`config.mk`:
```
export PLATFORM = sky130hd
export DESIGN_NAME = facq_prn_packer
export DESIGN_NICKNAME = d
export VERILOG_FILES = /design/src/rtl/facq_prn_packer.sv
export SDC_FILE = /design/constraint.sdc
export NUM_CORES = 1
export LEC_CHECK = 0
export CORE_ASPECT_RATIO = 1.2
export CORE_UTILIZATION = 30
export CTS_CLUSTER_SIZE = 28
export DETAILED_ROUTE_END_ITERATION = 16
export DONT_BUFFER_PORTS = 1
export PLACE_DENSITY = 0.44
export SLEW_MARGIN = 20
export SYNTH_ARGS = -nofsm -noshare
export SYNTH_HDL_FRONTEND = slang
export SYNTH_SLANG_ARGS = --single-unit
```
`constraint.sdc`:
```
create_clock -name clk -period 3.35 [get_ports clk]
set_clock_uncertainty 0.15 [all_clocks]
set_input_delay 0.335 -clock clk [delete_from_list [all_inputs] [get_ports clk]]
set_output_delay 0.335 -clock clk [all_outputs]
set_load 0.01 [all_outputs]
```
`src/rtl/facq_prn_packer.sv`:
```
// Purpose : packs the serial chip stream of the fast-acquisition PRN generator
//           into WORD_W-bit words and writes them to the acquisition code memory.
//           It also drives the generator (init pulse, shift enable).
// Latency : start -> gen_init 1 cycle; chip k in the gen_we cycle; its word is
//           written the cycle after the word completes; done 1 cycle after the
//           last accepted write.
// Backpr. : a pending write (mem_we & ~mem_ready) holds address/data and
//           freezes gen_we, so no chip is lost and no word is overwritten.
//
// Ports:
//   clk, resetn           clock, asynchronous active-low reset
//   start, abort          begin a fill (ignored unless idle) / cancel a fill
//   chip_num, base_addr   chips to capture and first word address (sampled with start)
//   gen_init, gen_we      generator do_init pulse and shift enable
//   chip_in               generator serial output, sampled when gen_we is high
//   mem_we/mem_addr/mem_wdata, mem_ready   write channel, valid/ready handshake
//   busy, done            fill in progress / one-cycle completion pulse
//
// Build option: define FACQ_PRN_PACK_MSB_FIRST_EN to place the first chip of
// each word at bit WORD_W-1 (zero padding then lands in the low bits).
// Default is LSB-first with zero padding in the high bits.

module facq_prn_packer #(
  parameter int WORD_W = 32,
  parameter int ADDR_W = 10,
  parameter int CNT_W  = 14
) (
  input  logic              clk,
  input  logic              resetn,
  input  logic              start,
  input  logic              abort,
  input  logic [CNT_W-1:0]  chip_num,
  input  logic [ADDR_W-1:0] base_addr,
  output logic              gen_init,
  output logic              gen_we,
  input  logic              chip_in,
  output logic              mem_we,
  output logic [ADDR_W-1:0] mem_addr,
  output logic [WORD_W-1:0] mem_wdata,
  input  logic              mem_ready,
  output logic              busy,
  output logic              done
);

  localparam int FILL_W = (WORD_W > 2) ? $clog2(WORD_W) : 1;

  localparam logic [2:0] ST_IDLE  = 3'd0;
  localparam logic [2:0] ST_INIT  = 3'd1;
  localparam logic [2:0] ST_RUN   = 3'd2;
  localparam logic [2:0] ST_FLUSH = 3'd3;
  localparam logic [2:0] ST_DONE  = 3'd4;

  logic [2:0]        state_q,      state_d;
  logic [CNT_W-1:0]  chips_left_q, chips_left_d;
  logic [FILL_W-1:0] fill_cnt_q,   fill_cnt_d;
  logic [WORD_W-1:0] asm_q,        asm_d;
  logic              mem_we_q,     mem_we_d;
  logic [ADDR_W-1:0] mem_addr_q,   mem_addr_d;
  logic [WORD_W-1:0] mem_wdata_q,  mem_wdata_d;

  logic              wr_stall;
  logic              wr_accept;
  logic              take_chip;
  logic              last_chip;
  logic              word_full;
  logic [FILL_W-1:0] bit_idx;
  logic [WORD_W-1:0] asm_next;

  // Write channel status for this cycle.
  assign wr_stall  = mem_we_q & ~mem_ready;
  assign wr_accept = mem_we_q &  mem_ready;

  // A chip is taken only while the output register is free or being drained
  // this very cycle, so a completed word always has somewhere to go.
  assign take_chip = (state_q == ST_RUN) && (chips_left_q != '0) && !wr_stall;
  assign last_chip = take_chip && (chips_left_q == CNT_W'(1));
  assign word_full = take_chip && (fill_cnt_q == FILL_W'(WORD_W - 1));

`ifdef FACQ_PRN_PACK_MSB_FIRST_EN
  assign bit_idx = FILL_W'(WORD_W - 1) - fill_cnt_q;
`else
  assign bit_idx = fill_cnt_q;
`endif

  always_comb begin
    state_d      = state_q;
    chips_left_d = chips_left_q;
    fill_cnt_d   = fill_cnt_q;
    asm_d        = asm_q;
    mem_we_d     = mem_we_q;
    mem_addr_d   = mem_addr_q;
    mem_wdata_d  = mem_wdata_q;
    asm_next     = asm_q;

    // Retire the pending write; the address moves on only once accepted.
    if (wr_accept) begin
      mem_we_d   = 1'b0;
      mem_addr_d = mem_addr_q + ADDR_W'(1);
    end

    // Chip capture. A completed (or final partial) word goes straight to the
    // output register; the assembly register restarts empty so the unfilled
    // positions of a partial word are zero.
    if (take_chip) begin
      asm_next[bit_idx] = chip_in;
      chips_left_d      = chips_left_q - CNT_W'(1);
      if (word_full || last_chip) begin
        mem_wdata_d = asm_next;
        mem_we_d    = 1'b1;
        asm_d       = '0;
        fill_cnt_d  = '0;
      end else begin
        asm_d      = asm_next;
        fill_cnt_d = fill_cnt_q + FILL_W'(1);
      end
    end

    case (state_q)
      ST_IDLE: begin
        if (start && !abort) begin
          if (chip_num == '0) begin
            state_d = ST_DONE;
          end else begin
            state_d      = ST_INIT;
            chips_left_d = chip_num;
            mem_addr_d   = base_addr;
            fill_cnt_d   = '0;
            asm_d        = '0;
          end
        end
      end
      ST_INIT: begin
        state_d = ST_RUN;
      end
      ST_RUN: begin
        if (last_chip) begin
          state_d = ST_FLUSH;
        end
      end
      ST_FLUSH: begin
        if (wr_accept || !mem_we_q) begin
          state_d = ST_DONE;
        end
      end
      ST_DONE: begin
        state_d = ST_IDLE;
      end
      default: begin
        state_d = ST_IDLE;
      end
    endcase

    // Abort wins over everything: drop the partial word and any pending
    // write, and leave the address where it was.
    if (abort && (state_q != ST_IDLE)) begin
      state_d      = ST_IDLE;
      chips_left_d = '0;
      fill_cnt_d   = '0;
      asm_d        = '0;
      mem_we_d     = 1'b0;
      mem_addr_d   = mem_addr_q;
    end
  end

  always_ff @(posedge clk or negedge resetn) begin
    if (!resetn) begin
      state_q      <= ST_IDLE;
      chips_left_q <= '0;
      fill_cnt_q   <= '0;
      asm_q        <= '0;
      mem_we_q     <= 1'b0;
      mem_addr_q   <= '0;
      mem_wdata_q  <= '0;
    end else begin
      state_q      <= state_d;
      chips_left_q <= chips_left_d;
      fill_cnt_q   <= fill_cnt_d;
      asm_q        <= asm_d;
      mem_we_q     <= mem_we_d;
      mem_addr_q   <= mem_addr_d;
      mem_wdata_q  <= mem_wdata_d;
    end
  end

  assign gen_init  = (state_q == ST_INIT);
  assign gen_we    = take_chip;
  assign mem_we    = mem_we_q;
  assign mem_addr  = mem_addr_q;
  assign mem_wdata = mem_wdata_q;
  assign busy      = (state_q != ST_IDLE);
  assign done      = (state_q == ST_DONE);

`ifndef SYNTHESIS
  // The generator must never be asked to init and shift in the same cycle.
  a_init_we_excl : assert property (@(posedge clk) disable iff (!resetn)
    !(gen_init && gen_we));

  // A stalled write keeps its address and data until accepted (or aborted).
  a_stall_hold : assert property (@(posedge clk) disable iff (!resetn)
    (mem_we && !mem_ready && !abort) |=>
      (mem_we && $stable(mem_addr) && $stable(mem_wdata)));
`endif

endmodule

```
Word level (Yosys, flattened, before mapping)

Index checks and enable logic that the tools add are counted.
Widths: inputs -> output; s select.

Bits in registers: 97
Latch bits: 0
Bits in writable memories: 0
ROM bits: 0
Input port bits: 30
Output and inout port bits: 47
Logic and storage cells: 76
Memories kept: 0

Add/subtract/negate cells: 3
Multiply operators: 0
Div/mod/pow operators: 0
$lt $le $gt $ge: 2
Equal/unequal tests: 9
Shift-type cells: 0
Muxes and demuxes: 34
Bitwise gates (word level): 3
Reductions and logical operators: 18

Operator list:

| kind                  | number |
|---|---|
| $mux 32               | 6 |
| $mux 14               | 5 |
| $mux 10               | 4 |
| $bwmux 32             | 1 |
| $mux 5                | 6 |
| $mux 3                | 5 |
| $eq 14x1->1 const B   | 1 |
| $logic_not 14->1      | 1 |
| $reduce_bool 14->1    | 1 |
| $sub 14x1->14 const B | 1 |
| $pmux 3 s4            | 1 |
| $add 10x1->10 const B | 1 |
| $logic_and 1x1->1     | 7 |
| $eq 3x2->1 const B    | 2 |
| $lt 5x6->1 const B    | 1 |
| $ne 3x3->1 const B    | 2 |
| $add 5x1->5 const B   | 1 |
| $demux 1 s5           | 1 |
| $eq 5x5->1 const B    | 1 |
| $ge 5x1->1 const B    | 1 |
| $mux 1                | 5 |
| $eq 3x1->1 const B    | 1 |
| $eq 3x3->1 const B    | 1 |
| $logic_not 1->1       | 3 |
| 8 further kinds       | 10 |

Longest topological paths before layout

Gate-level depths: netlist of the first run.

Word-level depth: 12
Mapped depth: 10
Gate-level depth less buffers: 8

Worst setup path after synthesis of the first run

OpenSTA, ideal clock, no wires.

Path type: register to register
From: register chips_left_q[0]
To: register mem_wdata_q[10], in the netlist mem_wdata[10]
Setup time: 0.125 ns
Data arrival time: 2.344 ns
Required time: 3.075 ns
Slack: 0.731 ns
Stages on the path, launching flop included: 10
Buffers on the path: 2
Clock period less this slack: 2.619 ns
Cell sequence: dfrtp_1 -> inv_1 -> ha_1 -> or4b_2 -> nor4_4 -> nand2b_1 -> buf_4 -> nor2_4 -> buf_6 -> mux2_4

Word-level cells in the longest chain between the ends: 6
Elaborated cells on any way between the ends: 8
Classes of those cells: eq/ne (1); reduce/logical (7)

RTL lines:

| item                                 | RTL line | RTL |
|---|---|---|
| from (decl)                          | 54       | `logic [CNT_W-1:0] chips_left_q, chips_left_d;` |
| from (signal assigned)               | 176      | `chips_left_q <= chips_left_d;` |
| $reduce_bool 14->1                   | 75       | `assign take_chip = (state_q == ST_RUN) && (chips_left_q != '0) && !wr_stall;` |
| $logic_and 1x1->1 (2 in series)      | 75       |  |
| $logic_and 1x1->1 (on tied branches) | 77, 76   |  |
| $logic_or 1x1->1                     | 107      | `if (word_full \|\| last_chip) begin` |
| $reduce_and 2->1 (no source line) *  | n/a      |  |
| to (signal assigned)                 | 181      | `mem_wdata_q <= mem_wdata_d;` |
| to (decl)                            | 59       | `logic [WORD_W-1:0] mem_wdata_q, mem_wdata_d;` |

Mark *: on every way between the ends. The rest lies on a longest branch, timed or not.
A chain may end at the register's enable or synchronous reset.

Worst setup path in the final report of the first run

From: register chips_left_q[0]
To: output gen_we

Word-level cells in the longest chain between the ends: 3

RTL lines:

| item                            | RTL line | RTL |
|---|---|---|
| $reduce_bool 14->1              | 75       |  |
| $logic_and 1x1->1 (2 in series) | 75       |  |
| to (decl)                       | 35       | `output logic gen_we,` |

Every way passes these cells.

==> metrics.cfg, run 1 <==
[worst_setup_path]
cp_max_fo=28
reg2reg_from=chips_left_q[9]$_DFF_PN0_
required_ns=2.86
crit_start=chips_left_q[0]$_DFF_PN0_
crit_type=reg -> out
start_kind=register
endpoint_kind=primary output
arrival_ns=2.64

[final_layout]
finish.instance_area_um2=5931
nNetsFinal=561
multi_input_area_um2=2718
register_area_um2=2427
drive_gt1_share_pct=19.32
antenna_cells=0
nFillCells=1733
area_delta_synth_final_pct=9.926
finalNonFillerCells=748

[clock_tree]
cts_inserted_buffers=9
path_clk_slew_ns=0.06
clock_sinks=97
cts_root_buf=clkbuf_16
cts_max_path_buffers=2
htreeDepth=3
tritoncts=built
cts_resized=0
clk_latency_ns=0.35

[synthesis]
netlist.area_leader.share_pct=44.99
synth_edf_count=0
yosysMostFrequentCell=dfrtp_1
synthCells=537
yosys.area.top_type=dfrtp_1
netlist_top_cells_area=dfrtp_1, mux2_4, mux2_2
synth_seq_cells=97
synth.yosys.seq_area_share_pct=44.99
synth.avg_cell_area_um2=10.05
syn_nets=575
syn_area_um2=5395
yosysUniqueCellTypes=50
yosys-top-cells-count=dfrtp_1, a21oi_1, nand2_1
synthArstFlopShare_pct=100.0
synth_ff_type=dfrtp_1
ys_warn_count=0

[timing]
timing.setup.tns_ns=0
rsz0062_at_grt=no
holdWs_ns=0.03756
final-hold-violation-count=0
post-route-period-util_pct=93.19
slew_viol_final=0
setup_violations=0
finalCriticalPeriod_ns=3.122
relSlewSlack_pct=41.60
worst_slew_pin_slew_ns=0.8741
fmax_mhz=320.3

[placed_design]
dp_hpwl_um=8342
dpl_cell_area_um2=5567
placedCellCount=726
gp_congestion=0.7434
portBuffers=0

[pwr]
p_leak_nw=2.511
power_density_nw_per_um2=475.8
ir_drop_mv=0.2232

[routing]
drt_first_iter_violations=264
routed_wl_um=13250
vias=3960
drtPass1Iterations=5
viasPerCell=5.294
wl_met3_um=657
topRoutingLayerUsed=met4
dr_wl_met2_um=6276
ant_nets=0
route.detailed.drc=0
routedWlPerCell_um=17.71
wirelength_met1_um=6104

[grt]
grt_pass1_vias=3909
overflow=0
grt_use_total_pct=14.71
grt_max_degree=98
antenna_found_initial=0
grt_pass1_wl_um=21580

[floorplanning]
rows=53
die_h_um=148.9
initial_core_util_pct=30.70
io_pins=77
die_w_um=124.4
dieArea_um2=18530
core-area_um2=17570

[hold_path]
min_from=chip_num[3]
hp-class=in -> reg

[run]
drv_cap=0

[outcome]
status=complete, no violations

[what timing repair did]
item                                   4_1_cts  5_1_grt
hold buffers                                 6        0
setup buffers                                0        0
endpoints found under the hold margin      132        0
[layout by cell type, fill, tap and decap left out, types with 4 or more instances in the layout]
| cell type | instances |
|---|---|
| or4_1 | 4 |
| nor3_1 | 10 |
| nand3_1 | 14 |
| mux2_2 | 35 |
| nand2_1 | 50 |
| mux2i_1 | 9 |
| mux2_4 | 29 |
| clkbuf_16 | 9 |
| or2_2 | 4 |
| and2_1 | 4 |
| buf_4 | 13 |
| o21ai_0 | 47 |
| inv_1 | 13 |
| nand4_1 | 31 |
| xnor2_1 | 11 |
| ha_1 | 8 |
| and3_1 | 4 |
| a21oi_1 | 55 |
| dfrtp_1 | 97 |
| nor2_1 | 17 |
| nor3b_1 | 7 |
| dlygate4sd3_1 | 4 |
| nor4_1 | 7 |
[cell type report]
type / count / area share, %
Clock buffer: 14 / 4.451
Tap cell: 220 / 4.641
Multi-Input combinational cell: 383 / 45.82
Clock inverter: 2 / 0.2110
Sequential cell: 97 / 40.93
Timing Repair Buffer: 19 / 3.122
Inverter: 13 / 0.8228
[per-stage QoR]
step                setup slack [ns]  utilization [%]  power [W]
CTS                           0.2123            33.75   0.002866
floorplan                     0.7310                -   0.001708
detailed placement            0.4533            31.68   0.001816
global route                 0.07989            33.75   0.002974
finish                        0.2282            33.75   0.002822
global placement              0.5247            31.68   0.001806
[power breakdown]
part	switching (W)	internal, W	total (W)
clock network	0.000445	0.000545	0.000989
registers	0.000125	0.00126	0.00138
logic	0.000282	0.000168	0.000451
[worst paths after layout]
path / slack, ns / to / cells after the start
worst min register to register: 0.39 / chips_left_q[12]$_DFF_PN0_ / 2
max in group asynchronous: 2.24 / mem_wdata[30]$_DFFE_PN0P_ / 2
worst max-delay path: 0.23 / gen_we / 7
min in group asynchronous: 0.40 / mem_wdata[11]$_DFFE_PN0P_ / 2
worst min-delay path: 0.04 / chips_left_q[3]$_DFF_PN0_ / 2
worst max register to register: 0.45 / mem_wdata[0]$_DFFE_PN0P_ / 6
[worst max-delay path, stage by stage, from the launching register on]
cell and delay, ns:
dfrtp_1 0.43, inv_1 0.09, ha_1 0.19, or4b_2 0.63, nor4_4 0.18, nand2b_1 0.32, inv_1 0.16, buf_4 0.28
[layer usage]
layer  track usage [%]  up-vias
met2             23.62      109
met1             19.27     1908
met3             3.659       19
li1                  -     1924
met5                 0        -
met4             5.060        0
[cell families after synthesis]
group	Yosys count	share of synthesized area [%]
and+or+nand+nor	168	16.91
DFF	97	44.99
buffers and inverters	57	4.638
AOI/OAI and AO/OA	123	12.78
muxes	73	17.05
adders and majority gates	8	1.855
xor gates and xnor gates	11	1.786
[sequential cells by signal, indices dropped and copies added (netlist names)]
name	cells
asm_q	32
mem_wdata	32
chips_left_q	14
mem_addr	10
bit_idx	5
state_q	3
mem_we	1
Power figures use the tool's default switching activity.
==> run 2, diff against run 1 <==
Settings changed: HOLD_SLACK_MARGIN set to 0.02, SETUP_SLACK_MARGIN set to 0.5.
==> metrics.cfg, run 2 (synthesis results as in run 1) <==
[timing]
slew_viol_final=0  ; unchanged
finalCriticalPeriod_ns=2.720  ; -0.4013 ns
timing.setup.tns_ns=0  ; unchanged
worst_slew_pin_slew_ns=0.9056  ; +0.03149 ns
holdWs_ns=0.03648  ; -0.001082 ns
setup_violations=0  ; unchanged
rsz0062_at_grt=no
post-route-period-util_pct=81.21  ; -12 points
final-hold-violation-count=0  ; unchanged
relSlewSlack_pct=39.50  ; -2.1 points
fmax_mhz=367.6  ; +15%

[worst_setup_path]
crit_type=reg -> out
start_kind=register
endpoint_kind=primary output
arrival_ns=2.24  ; -0.40 ns
required_ns=2.86  ; about the same
cp_max_fo=14  ; -50%

[floorplanning]
io_pins=77  ; unchanged
rows=53  ; unchanged
die_h_um=148.9  ; unchanged
core-area_um2=17570  ; unchanged
dieArea_um2=18530  ; unchanged
die_w_um=124.4  ; unchanged
initial_core_util_pct=30.70  ; unchanged

[final_layout]
drive_gt1_share_pct=21.12  ; +1.8 points
mostFrequentLayoutCell=dfrtp_1
mostFrequentLayoutCells=dfrtp_1, a21oi_1, nand2_1
area_delta_synth_final_pct=12.08
antenna_cells=0  ; unchanged
nNetsFinal=568  ; +1.2%
nFillCells=1721  ; -0.69%

[routing]
viasPerCell=5.303  ; +0.17%
routed_wl_um=13550  ; +2.3%
drtPass1Iterations=4  ; -1
ant_nets=0  ; unchanged
routedWlPerCell_um=17.95  ; +1.4%
vias=4004  ; +1.1%
drt_first_iter_violations=256  ; -3.0%
route.detailed.drc=0  ; unchanged

[clock_tree]
clk_latency_ns=0.35  ; about the same
path_clk_slew_ns=0.07  ; about the same
cts_root_buf=clkbuf_16
tritoncts=built
clock_sinks=97  ; unchanged
cts_max_path_buffers=2  ; unchanged
cts_inserted_buffers=9  ; unchanged
htreeDepth=3  ; unchanged

[grt]
grt_max_degree=98  ; unchanged
grt_pass1_vias=3912  ; +0.077%
grt_use_total_pct=14.73  ; +0.016 points
grt_pass1_wl_um=21610  ; +0.13%
antenna_found_initial=0  ; unchanged
overflow=0  ; unchanged

[placed_design]
dp_hpwl_um=8342  ; unchanged
portBuffers=0  ; unchanged
gp_congestion=0.7434  ; unchanged

[pwr]
p_leak_nw=2.552  ; +1.6%
power_density_nw_per_um2=475.1  ; -0.14%
ir_drop_mv=0.2242  ; +0.42%

[run]
drv_cap=0  ; unchanged

[outcome]
status=complete, no violations

[hold_path]
hp-class=in -> reg

==> run 2: stage by stage <==
stage | util [%] | area, um2 | total power [W] | cells | worst slack [ns]
after floorplan | - | 5395 | 0.001708 | 537 | 0.7310
after global placement | 31.68 | 5567 | 0.001806 | 726 | 0.5247
after detailed placement | 31.68 | 5567 | 0.001816 | 726 | 0.4533
after CTS | 33.88 | 5953 | 0.002870 | 749 | 0.5037
after global routing | 34.41 | 6047 | 0.003024 | 755 | 0.5169
final | 34.41 | 6047 | 0.002873 | 755 | 0.6296
==> run 2: area by class of cell <==
| class | count | area, um2 | share of cell area, % |
|---|---|---|---|
| flip-flops and latches | 97 | 2427 | 40.14 |
| well taps | 220 | 275.3 | 4.552 |
| inverters | 13 | 52.55 | 0.8690 |
| repair buffers | 26 | 271.5 | 4.490 |
| clock inverters | 2 | 12.51 | 0.2069 |
| multi-input cells | 383 | 2744 | 45.38 |
| clock buffers | 14 | 264.0 | 4.366 |
==> run 2: power breakdown <==
group	internal (W)	switching, W	total (W)
Clock	0.000545	0.000447	0.000992
Sequential	0.00126	0.000126	0.00138
Combinational	0.000200	0.000299	0.000498
==> run 2: final timing paths <==
path | start | to | slack (ns) | depth (start not counted)
min in group asynchronous | resetn | mem_wdata[11]$_DFFE_PN0P_ | 0.41 | 2
worst max-delay path | chips_left_q[0]$_DFF_PN0_ | gen_we | 0.63 | 7
worst max register to register | chips_left_q[6]$_DFF_PN0_ | mem_wdata[1]$_DFFE_PN0P_ | 0.65 | 6
max in group asynchronous | resetn | mem_addr[2]$_DFFE_PN0N_ | 2.24 | 2
worst min-delay path | chip_num[3] | chips_left_q[3]$_DFF_PN0_ | 0.04 | 2
worst min register to register | state_q[2]$_DFFE_PN0P_ | state_q[1]$_DFFE_PN0P_ | 0.39 | 1
==> run 2: what timing repair did <==
action                     CTS  global route
setup endpoints to repair   22            70
hold buffers                 6             0
resized for setup            4             7
gates cloned                 0             1
hold endpoints to repair   132             0
setup buffers                1             5
pin swaps                    0             1
==> run 2: per-layer routing <==
layer / wire length [um] / up-vias / track usage, %
li1: - / 1929 / -
met1: 6129 / 1943 / 19.27
met2: 6466 / 115 / 23.78
met3: 765 / 17 / 3.659
met4: 192 / 0 / 4.819
met5: 0 / - / 0
==> run 2: critical path: stages (launching register included) <==
cell and delay (ns):
dfrtp_1 0.41, inv_1 0.08, ha_2 0.20, or4b_4 0.48
nor4_4 0.25, nand2b_4 0.19, clkinvlp_4 0.11, buf_12 0.17
==> run 3, diff against run 2 <==
Settings changed: PLACE_DENSITY 0.44 to 0.45.
Clock period 3.35 ns to 2.5 ns, I/O delays scaled along.
==> metrics.cfg, run 3 (synthesis results as in run 1) <==
[placed_design]
portBuffers=0  ; unchanged
dp_hpwl_um=8940  ; +7.2%
gp_congestion=0.8536  ; +15%

[hold_path]
hp-class=in -> async

[clock_tree]
cts_max_path_buffers=2  ; unchanged
tritoncts=built
path_clk_slew_ns=0.07  ; about the same
cts_root_buf=clkbuf_16
clk_latency_ns=0.35  ; about the same
htreeDepth=3  ; unchanged
clock_sinks=97  ; unchanged
cts_inserted_buffers=9  ; unchanged

[worst_setup_path]
required_ns=2.10  ; -0.76 ns
endpoint_kind=primary output
crit_start=chips_left_q[9]$_DFF_PN0_
r2r_setup_slack_ns=0.05  ; -0.60 ns
arrival_ns=2.07  ; -0.17 ns
reg2reg_from=chips_left_q[9]$_DFF_PN0_
rr_endpoint=mem_wdata[13]$_DFFE_PN0P_
start_kind=register
cp_max_fo=7  ; -7
r2r_cells=7  ; +1
crit_type=reg -> out

[timing]
worst_slew_pin_slew_ns=0.5679  ; -0.3377 ns
finalCriticalPeriod_ns=2.466
fmax_mhz=405.6
final-hold-violation-count=97  ; +97
rsz0062_at_grt=yes
holdWs_ns=-0.5592  ; -0.5957 ns
setup_violations=0  ; unchanged
post-route-period-util_pct=98.63
relSlewSlack_pct=62.14  ; +23 points
slew_viol_final=0  ; unchanged

[routing]
drtPass1Iterations=4  ; unchanged
drt_first_iter_violations=176  ; -31%
viasPerCell=5.241  ; -1.2%
ant_nets=0  ; unchanged
routed_wl_um=14490  ; +6.9%
routedWlPerCell_um=17.71  ; -1.3%
route.detailed.drc=0  ; unchanged
vias=4287  ; +7.1%

[final_layout]
nFillCells=1718  ; -0.17%
mostFrequentLayoutCells=dfrtp_1, a21oi_1, buf_4
area_delta_synth_final_pct=27.69
nNetsFinal=631  ; +11%
mostFrequentLayoutCell=dfrtp_1
antenna_cells=0  ; unchanged
final_util_pct=39.20  ; +4.8 points
drive_gt1_share_pct=30.77  ; +9.6 points

[pwr]
p_comb_share_pct=22.3  ; +5.0 points
p_seq_share_pct=42.7  ; -5.4 points
p_int_w=0.003024  ; +51%
power.total_w=0.004308  ; +50%
power_density_nw_per_um2=625.4  ; +32%
p_leak_nw=2.913  ; +14%
ir_drop_mv=0.3864  ; +72%
swShare_pct=29.80  ; -0.55 points
net-switching-power_w=0.001284  ; +47%
power.share.clock_pct=34.9  ; +0.4 points

[floorplanning]
io_pins=77  ; unchanged
dieArea_um2=18530  ; unchanged
core-area_um2=17570  ; unchanged
die_h_um=148.9  ; unchanged
initial_core_util_pct=30.70  ; unchanged
die_w_um=124.4  ; unchanged
rows=53  ; unchanged

[grt]
grt_pass1_vias=4538  ; +16%
overflow=0  ; unchanged
grt_use_total_pct=16.18  ; +1.4 points
grt_max_degree=98  ; unchanged
grt_pass1_wl_um=23910  ; +11%
antenna_found_initial=0  ; unchanged

[outcome]
violations=negative hold slack
status=finished with violations

[run]
drv_cap=0  ; unchanged

## run 3: changes by cell type in the layout (fill, tap and decap cells not counted), sizes merged
cell	previous run	this run
buf	21	61
dlygate4sd3	4	27
clkbuf	15	10
bufinv	0	2
clkinv	1	3
bufbuf	0	1
## run 3: layout make-up
cell class | count | area (um2) | area share (%)
well taps | 220 | 275.3 | 3.996
multi-input cells | 383 | 2960 | 42.97
flip-flops and latches | 97 | 2430 | 35.27
repair buffers | 89 | 859.6 | 12.48
inverters | 13 | 52.55 | 0.7628
clock buffers | 10 | 229.0 | 3.324
clock inverters | 6 | 82.58 | 1.199
## run 3: repair_timing
action,CTS,global route
pin swaps,8,14
setup endpoints to repair,86,96
hold buffers,27,1
gates cloned,2,0
gates resized for setup,30,16
buffers inserted,11,7
hold endpoints to repair,155,98
## run 3: worst max path at each step
stage | to | slack, ns | cells past startpoint
floorplan | mem_wdata[23]$_DFFE_PN0P_ | -0.02 | 9
global placement | bit_idx[2]$_DFF_PN0_ | 0.03 | 8
detailed placement | bit_idx[0]$_DFF_PN0_ | -0.09 | 9
CTS | gen_we | -0.06 | 7
global route | gen_we | -0.03 | 5
finish | gen_we | 0.03 | 5
## run 3: metrics by stage
| stage | TNS, ns | cells | hold slack, ns | cell area, um2 | setup slack (ns) |
|---|---|---|---|---|---|
| after floorplan | -0.4540 | 537 | -0.1956 | 5485 | -0.01780 |
| after global placement | 0 | 754 | -0.1926 | 5892 | 0.03045 |
| after detailed placement | -4.799 | 754 | -0.1932 | 5892 | -0.08877 |
| after CTS | -0.5656 | 810 | -0.5734 | 6765 | -0.05696 |
| after global routing | -0.1180 | 818 | -0.5797 | 6889 | -0.03262 |
| final | 0 | 818 | -0.5592 | 6889 | 0.03433 |
## run 3: per-layer routing
layer / up-vias / routed length, um / track usage, %
met5: - / 0 / 0
met4: 0 / 157 / 4.940
met3: 10 / 496 / 3.228
met2: 96 / 7286 / 27.62
met1: 2131 / 6548 / 20.57
li1: 2050 / - / -
## run 3: worst max-delay path, stage by stage, from the launching register on
cell	delay, ns
dfrtp_1	0.38
or4_4	0.58
nor4_4	0.29
nand2b_4	0.19
clkinvlp_4	0.12
buf_12	0.16
## run 3: power by group through the flow
stage | sequential, W | combinational (W) | clock, W
2_1_floorplan | 0.00185 | 0.000485 | 0
3_3_place_gp | 0.00186 | 0.000701 | 0
3_5_place_dp | 0.00186 | 0.000713 | 0
4_1_cts | 0.00184 | 0.000890 | 0.00156
5_1_grt | 0.00186 | 0.00104 | 0.00161
6_report | 0.00184 | 0.000963 | 0.00151
